<file path="src/rtl/dac_ctrl_if.sv">
// Request/status and serial-pin bundle between the acquisition FSM, dac_ctrl and the DAC.
interface dac_ctrl_if;
    logic        ctrl;
    logic [11:0] data;
    logic [1:0]  pd;
    logic        ready;
    logic        busy;
    logic        done;
    logic        sync;
    logic        sclk;
    logic        din;

    modport master (
        output ctrl, data, pd,
        input  ready, busy, done, sync, sclk, din
    );

    modport slave (
        input  ctrl, data, pd,
        output ready, busy, done, sync, sclk, din
    );
endinterface

</file>
<file path="src/rtl/dac_ctrl.sv">
// Serial write controller for a 12-bit DAC with a 16-bit frame.
// The frame is shifted out MSB first, and the DAC samples din on the falling edge of sclk.
module dac_ctrl #(
    parameter int unsigned CLK_DIV = 2,
    parameter int unsigned GAP_CYC = 4
) (
    input  logic       clk_in,
    input  logic       rst_n,
    dac_ctrl_if.slave  bus
);
    localparam int unsigned DIV_W = $clog2(CLK_DIV) + 1;
    localparam int unsigned GAP_W = $clog2(GAP_CYC) + 1;

    typedef enum logic [1:0] {IDLE, SHIFT, HOLD} state_t;

    state_t             state_q, state_d;
    logic [DIV_W-1:0]   div_q, div_d;
    logic [3:0]         bit_q, bit_d;
    logic [GAP_W-1:0]   gap_q, gap_d;
    logic [14:0]        rem_q, rem_d;
    logic               ready_q, ready_d;
    logic               busy_q, busy_d;
    logic               done_q, done_d;
    logic               sync_q, sync_d;
    logic               sclk_q, sclk_d;
    logic               din_q, din_d;
    logic [15:0]        frame_c;

    // State, counters and every output are registered here.
    always_ff @(posedge clk_in or negedge rst_n) begin
        if (!rst_n) begin
            state_q <= IDLE;
            div_q   <= '0;
            bit_q   <= '0;
            gap_q   <= '0;
            rem_q   <= '0;
            ready_q <= 1'b1;
            busy_q  <= 1'b0;
            done_q  <= 1'b0;
            sync_q  <= 1'b1;
            sclk_q  <= 1'b1;
            din_q   <= 1'b0;
        end else begin
            state_q <= state_d;
            div_q   <= div_d;
            bit_q   <= bit_d;
            gap_q   <= gap_d;
            rem_q   <= rem_d;
            ready_q <= ready_d;
            busy_q  <= busy_d;
            done_q  <= done_d;
            sync_q  <= sync_d;
            sclk_q  <= sclk_d;
            din_q   <= din_d;
        end
    end

    // Next-state and next-output logic.
    always_comb begin
        state_d = state_q;
        div_d   = div_q;
        bit_d   = bit_q;
        gap_d   = gap_q;
        rem_d   = rem_q;
        ready_d = ready_q;
        busy_d  = busy_q;
        done_d  = 1'b0;
        sync_d  = sync_q;
        sclk_d  = sclk_q;
        din_d   = din_q;
        frame_c = {2'b00, bus.pd, bus.data};

        case (state_q)
            IDLE: begin
                if (bus.ctrl) begin
                    state_d = SHIFT;
                    rem_d   = frame_c[14:0];
                    din_d   = frame_c[15];
                    sync_d  = 1'b0;
                    sclk_d  = 1'b1;
                    ready_d = 1'b0;
                    busy_d  = 1'b1;
                    div_d   = '0;
                    bit_d   = 4'd15;
                end
            end
            SHIFT: begin
                // Each half-period lasts CLK_DIV cycles; din advances only as sclk rises.
                if (div_q == DIV_W'(CLK_DIV - 1)) begin
                    div_d = '0;
                    if (sclk_q) begin
                        sclk_d = 1'b0;
                    end else if (bit_q == 4'd0) begin
                        state_d = HOLD;
                        sync_d  = 1'b1;
                        sclk_d  = 1'b1;
                        din_d   = 1'b0;
                        done_d  = 1'b1;
                        gap_d   = '0;
                    end else begin
                        bit_d  = bit_q - 4'd1;
                        sclk_d = 1'b1;
                        din_d  = rem_q[14];
                        rem_d  = {rem_q[13:0], 1'b0};
                    end
                end else begin
                    div_d = div_q + DIV_W'(1);
                end
            end
            HOLD: begin
                if (gap_q == GAP_W'(GAP_CYC - 1)) begin
                    state_d = IDLE;
                    ready_d = 1'b1;
                    busy_d  = 1'b0;
                end else begin
                    gap_d = gap_q + GAP_W'(1);
                end
            end
            default: begin
                state_d = IDLE;
            end
        endcase
    end

    assign bus.ready = ready_q;
    assign bus.busy  = busy_q;
    assign bus.done  = done_q;
    assign bus.sync  = sync_q;
    assign bus.sclk  = sclk_q;
    assign bus.din   = din_q;
endmodule

</file>
<file path="src/flat_wrapper.sv">
// flat-port wrapper written by rule: the top's interface ports become plain ports
module dac_ctrl_flat 
#(
    parameter int unsigned CLK_DIV = 2,
    parameter int unsigned GAP_CYC = 4
)
  (clk_in, rst_n, bus_ctrl, bus_data, bus_pd, bus_ready, bus_busy, bus_done, bus_sync, bus_sclk, bus_din);
  dac_ctrl_if bus_i ();
  input  logic clk_in;
  input  logic rst_n;
  input wire logic [$bits(bus_i.ctrl)-1:0] bus_ctrl;
  input wire logic [$bits(bus_i.data)-1:0] bus_data;
  input wire logic [$bits(bus_i.pd)-1:0] bus_pd;
  output wire logic [$bits(bus_i.ready)-1:0] bus_ready;
  output wire logic [$bits(bus_i.busy)-1:0] bus_busy;
  output wire logic [$bits(bus_i.done)-1:0] bus_done;
  output wire logic [$bits(bus_i.sync)-1:0] bus_sync;
  output wire logic [$bits(bus_i.sclk)-1:0] bus_sclk;
  output wire logic [$bits(bus_i.din)-1:0] bus_din;
  assign bus_i.ctrl = bus_ctrl;
  assign bus_i.data = bus_data;
  assign bus_i.pd = bus_pd;
  assign bus_ready = bus_i.ready;
  assign bus_busy = bus_i.busy;
  assign bus_done = bus_i.done;
  assign bus_sync = bus_i.sync;
  assign bus_sclk = bus_i.sclk;
  assign bus_din = bus_i.din;
  dac_ctrl #(.CLK_DIV(CLK_DIV), .GAP_CYC(GAP_CYC)) u_core (.clk_in(clk_in), .rst_n(rst_n), .bus(bus_i));
endmodule
</file>
<file path="config.mk">
export PLATFORM = sky130hd
export DESIGN_NAME = dac_ctrl_flat
export DESIGN_NICKNAME = d
export VERILOG_FILES = /design/src/rtl/dac_ctrl_if.sv /design/src/rtl/dac_ctrl.sv /design/src/flat_wrapper.sv
export SDC_FILE = /design/constraint.sdc
export NUM_CORES = 1
export LEC_CHECK = 0
export BUFFER_PORTS_ARGS = -buffer_cell sky130_fd_sc_hd__buf_2
export CAP_MARGIN = 20
export CORE_UTILIZATION = 55
export DETAILED_ROUTE_END_ITERATION = 16
export PLACE_DENSITY = 0.79
export SYNTH_ARGS = -nofsm -noshare
export SYNTH_HDL_FRONTEND = slang
export SYNTH_SLANG_ARGS = --single-unit
</file>
<file path="constraint.sdc">
create_clock -name clk_in -period 2.4 [get_ports clk_in]
set_input_delay 0.24 -clock clk_in [delete_from_list [all_inputs] [get_ports clk_in]]
set_output_delay 0.24 -clock clk_in [all_outputs]
set_load 0.005 [all_outputs]
</file>
==> key figures <==
Run status
  – Status: finished, violations left
  – Violated checks: DRC

Logic synthesis
  – EDFF count, synth: 0
  – Synth Area in Adders: 0.0227
  – Sequential share of the synthesized area: 0.487
  – Register bit count reported by yosys: 32
  – Largest family of logic cells by synthesized area: simple AND/OR/NAND/NOR gates
  – Post-synthesis net count: roughly 190
  – Top_reg_cell synth: dfrtp_1
  – Multiplexer area fraction after synthesis: 0
  – Yosys warnings: 0
  – Syn_area_per_cell: between 9 and 10 um2
  – Compound-gate portion of the synthesized area: 0.208
  – Synthesized area: about 1700 um2
  – Synth Instances: about 170
  – Fraction of the mapped netlist area in simple logic gates: 0.222
  – Yosys cell types: 36
  – FFs w/ async S/R, synth: 1.00
  – Post-synthesis xor/xnor area fraction: 0

Critical path
  – Crit Path Class: flop to flop
  – Critical path fanouts, max: 4
  – Worst setup SP type: flop
  – CP Capture Type: flop
  – Worst Path Required: about 2.6 ns
  – CP arrival: ~2.1 ns

Layout
  – Antenna Cells: 0
  – Fillers: 236
  – Layout cells sized above 1: 0.253
  – Final Util: 0.655
  – Post-route cell area: 1840 um2
  – Area grow syn2layout: 11.2%
  – Final #Nets: ~220
  – Post-route insts no fill: 229

Route
  – Vias per cell: between 5 and 6
  – WL final: between 3 and 4 mm
  – Avg WL per Cell: 13.3 um
  – Antenna Violating Nets Remaining: 0
  – Routed vias: 1252
  – DRT Pass-1 Iters: 11
  – Drt first-iter violations: 47
  – DRC: 4

STA
  – Min Clock Period, post-route: 1.92 ns
  – RSZ-0062 raised after global routing: no
  – # setup viols final: 0
  – Worst Skew: around 0.012 ns
  – Setup TNS: 0 ns
  – Max Slew Vio Count: 0
  – Relative slew slack: 0.527
  – Max Fclk: 0.521 GHz
  – Worst-Margin Slew: between 0.7 and 0.8 ns
  – Crit share post-route: 0.799
  – Final Hold Viols: 0

Place
  – Placement Cell Area: 1780 um2
  – Gpl congestion: ~0.84
  – DP Wirelength: roughly 2.1 mm
  – # port buffers: 22
  – Placed Cells: 220

Clocking
  – Post-CTS sizing: 0
  – Hold-fix buffers, CTS: 1
  – Post-CTS Setup Bufs: 0
  – Cell chosen for the clock root: clkbuf_4
  – Clock latency at the later pin of the worst-skew pair: about 0.32 ns
  – CTS tree: done
  – CTS H-tree lvls: 2
  – Num CTS Buffers: 5
  – Clock slew seen by the registers of the worst setup and hold paths: 0.10 ns
  – Clock Sink Count: 32
  – Worst-case clock buffer depth: 2

Min path
  – Hold crit path type: input port to flop

Die
  – Die Width: ~57 um
  – Full die area: 3230 um2
  – FP Rows: 19
  – Core area: between 2000 and 3000 um2
  – Die span in y: 56.8 um
  – Starting Density: 0.589
  – # IOs: 23

Run
  – Max-cap violations: 0

Power and ir drop
  – Comb pwr share: 0.406
  – Pleak: 0.812 nW
  – Power per Cell Area: about 1000 nW/um2
  – P_sw: 0.710 mW
  – Internal cell power: around 1.2 mW
  – Peak VDD IR: between 0.8 and 0.9 mV
  – Sw Share: 0.381
  – Clk pwr share: 0.154
  – Sequential Power Share: 0.440

Global route
  – Largest net degree at the start of global routing: 35
  – GRT overflow: 0
  – Number of global-route vias before repair: between 1k and 1.5k
  – Global Route Usage Sum: 0.215
  – First-pass GRT wire length: 5.32 mm
  – Antenna violations before repair: 0
[registers in the layout (all words and copies together), names as in the netlist, 2 cells and up]
| register | count |
|---|---|
| u_core.rem_q | 15 |
| u_core.div_q | 2 |
| u_core.gap_q | 3 |
| u_core.state_q | 2 |
| u_core.bit_q | 4 |
[metal layers]
metal	vias up	part of all wire	GRT usage
met5	-	0	0
li1	641	-	-
met2	28	0.52	0.371
met3	2	0.034	0.0530
met4	0	0.0036	0.0662
met1	581	0.44	0.265
[worst paths after layout]
check	from	endpoint	slack, ns	depth (start not counted)
setup / recovery	u_core.bit_q[0]	u_core.gap_q[2]	0.48	6
hold / removal	bus_data[8]	u_core.rem_q[8]	0.16	3
setup reg to reg	u_core.bit_q[0]	u_core.gap_q[2]	0.48	6
hold reg to reg	u_core.bus.sync	u_core.bus.sync	0.50	2
max in group asynchronous	rst_n	u_core.gap_q[1]	1.44	2
min in group asynchronous	rst_n	u_core.bit_q[0]	0.50	2
[cells in the mapped netlist, types with 2 or more instances]
| master | count | area share |
|---|---|---|
| buf_6 | 2 | 0.014 |
| dfstp_2 | 3 | 0.048 |
| a221oi_1 | 2 | 0.011 |
| buf_2 | 2 | 0.0061 |
| a31oi_1 | 5 | 0.019 |
| inv_1 | 11 | 0.025 |
| nand2b_1 | 5 | 0.019 |
| clkbuf_1 | 5 | 0.011 |
| nand2_1 | 30 | 0.068 |
| a21oi_1 | 7 | 0.021 |
| a22oi_1 | 2 | 0.0091 |
| ha_1 | 3 | 0.023 |
| nand3_1 | 2 | 0.0061 |
| a31oi_2 | 11 | 0.083 |
| dfrtp_1 | 29 | 0.44 |
| nor2_1 | 22 | 0.050 |
| nor2b_1 | 3 | 0.011 |
| o21ai_0 | 10 | 0.030 |
| nor3_1 | 3 | 0.0091 |
[per-stage QoR]
| stage | total power, mW | setup slack, ns | hold WS, ns |
|---|---|---|---|
| after floorplan | 1.44 | 0.618 | -0.0556 |
| after CTS | 1.89 | 0.473 | 0.148 |
| after detailed placement | 1.60 | 0.503 | 0.327 |
| final | 1.87 | 0.482 | 0.159 |
| after global routing | 2.02 | 0.339 | 0.163 |
| after global placement | 1.55 | 0.575 | 0.317 |
[final cells by class]
cell class                 count  area, um2  share of cell area
sequential                    32        805               0.438
multi-input combinational    121        747               0.407
timing repair buffer          26        155              0.0845
clock buffer                   7       45.0              0.0245
inverter                      11       41.3              0.0225
tap                           31       38.8              0.0211
clock inverter                 1       5.00             0.00272
[kinds of logic (layout without fill, tap and decap cells)]
family          Yosys count  count (layout)
flops                    32              32
compound gates           42              42
buf+inv                  21              45
simple gates             76              76
fa+ha+maj                 3               3
[worst max-delay path, cell delays in order, from the launching register on]
cell      delay [ns]
dfrtp_1         0.40
inv_1           0.11
ha_1            0.19
or3b_2          0.50
or3_4           0.38
a21oi_1         0.15
a211oi_1        0.06
[layout by cell type, fill, tap and decap left out, types with 2 or more instances in the layout]
master	netlist	layout
a21oi_1	7	7
a221oi_1	2	2
a22oi_1	2	2
a31oi_1	5	5
a31oi_2	11	11
buf_2	2	22
buf_4	1	2
clkbuf_1	5	2
clkbuf_4	0	5
dfrtp_1	29	29
dfstp_2	3	3
ha_1	3	3
inv_1	11	11
nand2_1	30	30
nand2b_1	5	5
nand3_1	2	2
nor2_1	22	22
nor2b_1	3	3
nor3_1	3	3
o21ai_0	10	10
[power by group through the flow]
stage	clock [mW]	sequential [mW]	combinational (mW)
6_report	0.287	0.821	0.757
5_1_grt	0.317	0.842	0.863
3_3_place_gp	0	0.823	0.729
4_1_cts	0.295	0.820	0.770
2_1_floorplan	0	0.801	0.638
3_5_place_dp	0	0.828	0.767
Power figures use the tool's default switching activity.
